## src/rtl/lvds_delay_calib.sv

```systemverilog
// lvds_delay_calib: sweeps all delay taps against a training word and loads the centre of the widest passing window.
// Define DCALIB_TOGGLE_PATTERN_EN to also accept ~PATTERN (ADC toggle test mode).
module lvds_delay_calib #(
    parameter int          TAP_W      = 9,
    parameter int          NUM_TAPS   = 512,
    parameter int          SETTLE_CYC = 16,
    parameter int          CHECK_CYC  = 256,
    parameter int          MIN_EYE    = 8,
    parameter logic [11:0] PATTERN    = 12'hA5C
) (
    input  logic             sys_clk,
    input  logic             rst,
    input  logic             start,
    input  logic [11:0]      data_in,
    output logic [TAP_W-1:0] delay_tap,
    output logic             delay_ld,
    output logic             busy,
    output logic             done,
    output logic             locked,
    output logic             fail,
    output logic [TAP_W:0]   eye_width
);
    localparam int CW = $clog2(SETTLE_CYC + CHECK_CYC + 1);
    localparam logic [CW-1:0] S_END = CW'(SETTLE_CYC > 0 ? SETTLE_CYC - 1 : 0);
    localparam logic [CW-1:0] C_END = CW'(CHECK_CYC - 1);
    localparam logic [TAP_W-1:0] LAST = TAP_W'(NUM_TAPS - 1);

    typedef enum logic [2:0] {IDLE, LOAD, SETTLE, CHECK, EVAL, FINISH, APPLY} state_t;

    state_t state, state_n;
    logic [CW-1:0] cnt;
    logic [TAP_W-1:0] tap, run_start, best_start, res_tap, fin_start, res_n;
    logic [TAP_W:0] run_len, best_len, fin_len;
    logic bad, match, close_best, lock_n;

`ifdef DCALIB_TOGGLE_PATTERN_EN
    assign match = data_in == PATTERN || data_in == ~PATTERN;
`else
    assign match = data_in == PATTERN;
`endif

    // Closing the current run against the best is shared by EVAL and FINISH.
    assign close_best = run_len > best_len;
    assign fin_len    = close_best ? run_len : best_len;
    assign fin_start  = close_best ? run_start : best_start;
    assign res_n      = fin_start + TAP_W'(fin_len >> 1);
    assign lock_n     = fin_len >= (TAP_W + 1)'(MIN_EYE);

    assign busy      = state != IDLE;
    assign delay_ld  = state == LOAD || state == APPLY;
    assign done      = state == APPLY;
    assign delay_tap = (state == IDLE || state == APPLY) ? res_tap : tap;

    always_comb begin
        state_n = state;
        case (state)
            IDLE:    state_n = start ? LOAD : IDLE;
            LOAD:    state_n = SETTLE;
            SETTLE:  state_n = cnt == S_END ? CHECK : SETTLE;
            CHECK:   state_n = cnt == C_END ? EVAL : CHECK;
            EVAL:    state_n = tap == LAST ? FINISH : LOAD;
            FINISH:  state_n = APPLY;
            APPLY:   state_n = IDLE;
            default: state_n = IDLE;
        endcase
    end

    always_ff @(posedge sys_clk or posedge rst) begin
        if (rst) begin
            state      <= IDLE;
            cnt        <= '0;
            tap        <= '0;
            bad        <= 1'b0;
            run_len    <= '0;
            run_start  <= '0;
            best_len   <= '0;
            best_start <= '0;
            res_tap    <= '0;
            locked     <= 1'b0;
            fail       <= 1'b0;
            eye_width  <= '0;
        end else begin
            state <= state_n;
            cnt   <= state_n != state ? '0 : cnt + 1'b1;
            if (state == IDLE && start) begin
                tap        <= '0;
                locked     <= 1'b0;
                fail       <= 1'b0;
                run_len    <= '0;
                run_start  <= '0;
                best_len   <= '0;
                best_start <= '0;
            end
            if (state == LOAD)
                bad <= 1'b0;
            if (state == CHECK && !match)
                bad <= 1'b1;
            if (state == EVAL) begin
                if (!bad) begin
                    run_len <= run_len + 1'b1;
                    if (run_len == '0)
                        run_start <= tap;
                end else begin
                    if (close_best) begin
                        best_len   <= run_len;
                        best_start <= run_start;
                    end
                    run_len <= '0;
                end
                if (tap != LAST)
                    tap <= tap + 1'b1;
            end
            if (state == FINISH) begin
                res_tap   <= lock_n ? res_n : '0;
                locked    <= lock_n;
                fail      <= !lock_n;
                eye_width <= fin_len;
            end
        end
    end
endmodule

```

## config.mk

```make
export PLATFORM = sky130hd
export DESIGN_NAME = lvds_delay_calib
export DESIGN_NICKNAME = d
export VERILOG_FILES = /design/src/rtl/lvds_delay_calib.sv
export SDC_FILE = /design/constraint.sdc
export NUM_CORES = 1
export LEC_CHECK = 0
export CAP_MARGIN = 5
export CORE_MARGIN = 2
export CORE_UTILIZATION = 58
export DETAILED_ROUTE_END_ITERATION = 10
export GPL_ROUTABILITY_DRIVEN = 0
export PLACE_DENSITY = 0.8
export SLEW_MARGIN = 20
export SYNTH_ARGS = -nofsm -noshare
export SYNTH_HDL_FRONTEND = slang
export SYNTH_SLANG_ARGS = --single-unit
```

## constraint.sdc

```tcl
create_clock -name sys_clk -period 4.4 [get_ports sys_clk]
set_input_delay 0.88 -clock sys_clk [delete_from_list [all_inputs] [get_ports sys_clk]]
set_output_delay 0.88 -clock sys_clk [all_outputs]
set_load 0.005 [all_outputs]
```

==> impl_metrics.csv, run 1 <==
group,metric,value,unit
outcome,status,"finished, final reports clean",
worst_hold_path,min_from,"res_tap[2]",
detailed_routing,met2RoutedLength,5330,um
run,drv_cap,0,
placed_design,dp_hpwl,7840,um
cts,clock_path_buffers,2,
detailed_routing,vias,3693,
pwr,p_leak,2.49,nW
sta,finalSetupViolations,0,
cts,path_clk_slew,0.08,ns
yosys,synth-warning-count,0,
cts,postCtsHoldBufs,0,
detailed_routing,wl_met1,4580,um
yosys,async_flop_share,100,%
detailed_routing,finalWirelength,10600,um
cts,cts_tree,"done",
placed_design,dp_cells,615,
floorplanning,die_area,0.00870,sq mm
yosys,synth_edf_count,0,
yosys,synth.area.mux_share,7.71,%
setup_path,cp-end-kind,"flip-flop",
grt,grtUsageTotal,26.7,%
sta,setup-tns-final,0,ns
cts,cts_sinks,81,
sta,fin_ws,0.380,ns
yosys,synthCells,489,
placed_design,post-place-ws,0.282,ns
grt,grt_pass1_vias,3575,
sta,period_share,91.4,%
yosys,synth_cell_types,60,
yosys,synth_nets,529,
worst_hold_path,holdPathStages,2,
yosys,ys.flop_type,"dfrtp_1",
grt,grt_pass1_wl,18200,um
yosys,synth_adder_area_share,6.93,%
setup_path,r2r-start,"run_len[9]",
sta,tightest_slew,0.906,ns
setup_path,crit_required,4.65,ns
yosys,syn_area_per_cell,9.46,sq um
detailed_routing,highest_layer,"met4",
yosys,synth-simple-area-share,17.3,%
floorplanning,die_x,93.3,um
grt,antenna_found_initial,0,
worst_hold_path,hp-class,"reg -> reg",
cts,post_cts_resized,0,
yosys,synth_compound_area_share,14.5,%
sta,fin_crit,4.02,ns
detailed_routing,drc,0,
setup_path,reg2regPathDepth,16,
cells_and_area,stdcell_count,629,
yosys,syn-cell-area,0.00462,sq mm
detailed_routing,drtIter0Drc,243,
floorplanning,die_h,93.3,um
cells_and_area,syn_to_final_growth,13.7,%
cells_and_area,mostFrequentLayoutCell,"dfrtp_1",
setup_path,path_max_fanout,21,
yosys,yosysSeqAreaShare,43.8,%
cts,cts_made_buffers,9,
yosys,synth_top_family_by_area,"simple AND/OR/NAND/NOR gates",
setup_path,worstPathArrival,4.27,ns
setup_path,regToRegSetupSlack,0.38,ns
cts,h-tree-depth,3,
sta,max-slew-margin-rel,39.1,%
detailed_routing,wire_per_inst,16.9,um
cells_and_area,final_cell_mix,"dfrtp_1, nand2_1, o21ai_0",
sta,finalHoldViolations,0,
detailed_routing,antenna_left,0,
cells_and_area,drive_gt1_share,12.1,%
sta,rsz0062_at_grt,"false",
sta,maxSlewViolCount,0,
cts,post-cts-setup-buffers,0,
yosys,synth_xor_area_share,3.76,%
detailed_routing,drt-pass1-iter-count,5,
floorplanning,core_region_area,0.00773,sq mm
placed_design,io_buffers,38,
cells_and_area,antennaDiodeCount,0,
yosys,ys_ff_latch,81,
floorplanning,start_util,59.8,%
sta,max_freq,249,MHz
cells_and_area,layout.nets,564,
detailed_routing,wl_met3,450,um
floorplanning,num_rows,32,
floorplanning,ios,39,
cts,cts-root-buf,"clkbuf_8",
setup_path,cp-start-kind,"flip-flop",
setup_path,worstReg2RegEnd,"res_tap[8]",
grt,grt_overflow,0,
cts,worstSkewPairLatency,0.36,ns
setup_path,crit_type,"reg -> reg",
worst_hold_path,hold_path_end,"res_tap[2]",
pwr,power_density,248,mW/mm^2
detailed_routing,vias_per_cell,5.87,
grt,grt_start_max_net_pins,43,
sta,skew,0.00992,ns
pwr,peakVddDrop,163,uV
## layer usage
metal  GRT usage, %  vias to the layer above
met3           3.87                       21
met1           35.8                     1779
met2           43.8                      113
met5              0                        -
met4           10.5                        0
li1               -                     1780
## Yosys cell counts, types with 6 or more instances
cell,number,area share [%]
dfrtp_1,81,44
nand4_1,8,1.1
nand3_1,31,3.4
a21oi_1,8,0.87
ha_1,24,6.5
a22o_1,6,1.1
and3_1,8,1.1
o21ai_0,57,6.2
xnor2_1,11,2.1
inv_1,42,3.4
o21ai_1,8,0.87
xor2_1,7,1.3
nor2_1,26,2.1
nor3_1,7,0.76
nand2_1,64,5.2
mux2_2,24,5.8
clkbuf_1,10,0.81
## critical path, stage by stage, from the launching register on
cell and delay [ns]:
dfrtp_1 0.45, ha_1 0.38, nand4_2 0.22, a211oi_1 0.39
or3_4 0.24, o31a_4 0.33, nand2_1 0.09, o21ai_1 0.13
ha_1 0.25, inv_1 0.07, fa_1 0.40, nand2_1 0.07
o21ai_0 0.12, o31ai_2 0.30, a31oi_1 0.14, xnor2_1 0.14
a22o_1 0.19
## state kept, by name, indices dropped and copies added (netlist names)
| name | count |
|---|---|
| eye_width | 10 |
| best_len | 10 |
| fail | 1 |
| locked | 1 |
| res_tap | 9 |
| cnt | 9 |
| run_start | 9 |
| bad | 1 |
| tap | 9 |
| state | 3 |
| best_start | 9 |
| run_len | 10 |
## power by group
group | switching [mW] | internal (mW)
Clock | 0.261 | 0.271
Sequential | 0 | 0.744
Combinational | 0.0166 | 0.0129
## how the worst max path moves through the flow
stage | startpoint | end | slack (ns) | cells after the start
global placement | run_len[3] | res_tap[8] | 0.58 | 15
CTS | best_len[9] | res_tap[8] | 0.28 | 17
detailed placement | best_len[9] | res_tap[8] | 0.28 | 17
floorplan | run_len[7] | res_tap[8] | 0.75 | 17
finish | run_len[9] | res_tap[8] | 0.38 | 16
global route | best_len[9] | res_tap[8] | 0.09 | 17
## cell type report
class                           count  area [sq um]
Clock buffer                       11           141
Clock inverter                      3          42.5
Fill cell                         590          2470
Inverter                           42           159
Multi-Input combinational cell    346          2330
Sequential cell                    81          2030
Tap cell                          102           128
Timing Repair Buffer               44           425
## stage by stage
stage                     area, sq um  power [mW]  utilization, %  hold slack (ns)
after floorplan                  4620       0.771               -            0.445
after global placement           5060       0.789            65.5            0.457
after detailed placement         5060       0.789            65.5            0.468
after CTS                        5250        1.31            67.9            0.487
after global routing             5260        1.35            68.0            0.515
final                            5260        1.31            68.0            0.492
## kinds of logic (layout without fill, tap and decap cells)
kind of cell | Yosys count | count (layout)
multiplexers | 31 | 31
AND/OR/NAND/NOR | 163 | 163
AO/OA/AOI/OAI | 108 | 108
flip-flops | 81 | 81
adder cells (fa/ha/maj) | 25 | 25
XOR/XNOR | 19 | 19
buffers and inverters | 62 | 100
(Power assumes the default switching activity.)
==> run 2: changes to the inputs <==
--- a/config.mk
+++ b/config.mk
@@ -10,6 +10,7 @@
 export CORE_UTILIZATION = 58
 export DETAILED_ROUTE_END_ITERATION = 10
 export GPL_ROUTABILITY_DRIVEN = 0
+export MAX_ROUTING_LAYER = met4
 export PLACE_DENSITY = 0.8
 export SLEW_MARGIN = 20
 export SYNTH_ARGS = -nofsm -noshare
==> run 2 against run 1 <==
Compared with the run above: flip-flop and latch count unchanged; via count about the same; setup slack worse by 0.0034 ns; sequential power about the same; cell count unchanged; largest cell class unchanged; critical path depth unchanged.
==> impl_metrics.csv, run 2 (synthesis results as in run 1) <==
group,metric,value,unit
detailed_routing,vias,3690,
floorplanning,die_x,93.3,um
placed_design,post-place-ws,0.282,ns
detailed_routing,drtIter0Drc,271,
cts,cts_sinks,81,
pwr,peakVddDrop,162,uV
cells_and_area,fin_area,0.00526,sq mm
cts,cts-root-buf,"clkbuf_8",
cells_and_area,mostFrequentLayoutCell,"dfrtp_1",
detailed_routing,antenna_left,0,
pwr,switching_share,21.4,%
setup_path,cp-start-kind,"flip-flop",
cts,clock_path_buffers,2,
setup_path,r2r-start,"run_len[9]",
cts,cts_tree,"done",
sta,max-slew-margin-rel,37.6,%
setup_path,max_stage_delay,0.45,ns
floorplanning,die_h,93.3,um
sta,max_freq,249,MHz
setup_path,worstPathArrival,4.28,ns
pwr,combPwrFrac,2.3,%
floorplanning,core_region_area,0.00773,sq mm
worst_hold_path,hp-class,"reg -> reg",
setup_path,critPathSlowestCell,"dfrtp_1",
sta,tightest_slew,0.929,ns
grt,grt_overflow,0,
cells_and_area,drive_gt1_share,12.1,%
floorplanning,die_area,0.00870,sq mm
floorplanning,start_util,59.8,%
setup_path,worst-path-buf-inv,1,
pwr,power_density,249,mW/mm^2
pwr,p_sw,280,uW
sta,skew,0.00997,ns
pwr,p_int,1.03,mW
sta,setup-tns-final,0,ns
detailed_routing,drt-pass1-iter-count,5,
floorplanning,num_rows,32,
detailed_routing,finalWirelength,10700,um
cts,path_clk_slew,0.08,ns
placed_design,dp_cells,615,
worst_hold_path,hold_path_end,"res_tap[2]",
sta,maxSlewViolCount,0,
pwr,pwr-share-seq,56.9,%
setup_path,crit_path_cell_trace,"ha_1, nand4_2, a211oi_1, or3_4, o31a_4, nand2_1, o21ai_1, ha_1, inv_1, fa_1, nand2_1, o21ai_0, o31ai_2, a31oi_1, xnor2_1, a22o_1",
grt,grtUsageTotal,27.3,%
setup_path,path_max_fanout,21,
cells_and_area,antennaDiodeCount,0,
worst_hold_path,holdPathStages,2,
worst_hold_path,min_from,"res_tap[2]",
setup_path,cp-end-kind,"flip-flop",
setup_path,path_delay_family,"compound AO/OA/AOI/OAI gates",
cts,cts_made_buffers,9,
sta,fin_crit,4.02,ns
pwr,pwr-share-clk,40.9,%
cts,worstSkewPairLatency,0.37,ns
cts,h-tree-depth,3,
detailed_routing,drc,0,
grt,antenna_found_initial,0,
setup_path,regToRegSetupSlack,0.38,ns
cells_and_area,syn_to_final_growth,13.7,%
cells_and_area,final_cell_mix,"dfrtp_1, nand2_1, o21ai_0",
placed_design,placedInstanceArea,0.00506,sq mm
grt,grt_pass1_wl,18100,um
sta,rsz0062_at_grt,"false",
placed_design,dp_hpwl,7840,um
cells_and_area,layout.nets,564,
sta,finalSetupViolations,0,
cells_and_area,top_regs,"best_len x10, eye_width x10, run_len x10",
sta,finalHoldViolations,0,
sta,period_share,91.5,%
setup_path,reg2regPathDepth,16,
placed_design,io_buffers,38,
detailed_routing,vias_per_cell,5.87,
outcome,status,"finished, final reports clean",
detailed_routing,wire_per_inst,17.0,um
grt,grt_start_max_net_pins,43,
grt,grt_pass1_vias,3588,
pwr,p_leak,2.49,nW
setup_path,crit_type,"reg -> reg",
setup_path,crit_required,4.66,ns
setup_path,worstReg2RegEnd,"res_tap[8]",
cells_and_area,stdcell_count,629,
floorplanning,ios,39,
cts,postCtsHoldBufs,0,
sta,fin_ws,0.376,ns
run,drv_cap,0,
run 2: worst max-delay path by stage:
stage / start / endpoint / slack [ns] / depth (start not counted)
floorplan: run_len[7] / res_tap[8] / 0.75 / 17
global placement: run_len[3] / res_tap[8] / 0.58 / 15
CTS: best_len[9] / res_tap[8] / 0.28 / 17
detailed placement: best_len[9] / res_tap[8] / 0.28 / 17
finish: run_len[9] / res_tap[8] / 0.38 / 16
global route: best_len[9] / res_tap[8] / 0.09 / 17
run 2: final cells by class:
cell class / count / area, sq um
flip-flops and latches: 81 / 2030
fillers: 590 / 2470
repair buffers: 44 / 425
well taps: 102 / 128
clock inverters: 3 / 42.5
multi-input cells: 346 / 2330
inverters: 42 / 159
clock buffers: 11 / 141
run 2: stage by stage:
step / hold slack, ns / util (%) / total power, mW
CTS: 0.487 / 67.9 / 1.31
floorplan: 0.445 / - / 0.771
global route: 0.515 / 68.0 / 1.35
finish: 0.492 / 68.0 / 1.31
global placement: 0.457 / 65.5 / 0.789
detailed placement: 0.468 / 65.5 / 0.789
run 2: worst min-delay path, stage by stage, from the launching register on:
cell and delay [ns]:
dfrtp_1 0.36, nand2_1 0.05, o31ai_1 0.05
run 2: routing by layer:
metal	share of wire (%)	GRT usage [%]	routed length [um]
met1	42	35.0	4550
met2	51	44.4	5410
met3	4.5	3.63	483
met4	2.4	10.5	260
met5	0	-	0
run 2: what timing repair did:
| item | in CTS | in global routing |
|---|---|---|
| setup buffers | 0 | 0 |
| resized for setup | 0 | 1 |
| setup endpoints to repair | 0 | 1 |
run 2: power groups by stage:
stage               clock (mW)  combinational, mW  sequential [mW]
CTS                      0.538             0.0309            0.744
floorplan                    0             0.0120            0.759
detailed placement           0             0.0308            0.759
finish                   0.534             0.0295            0.744
global placement             0             0.0302            0.759
global route             0.571             0.0339            0.744
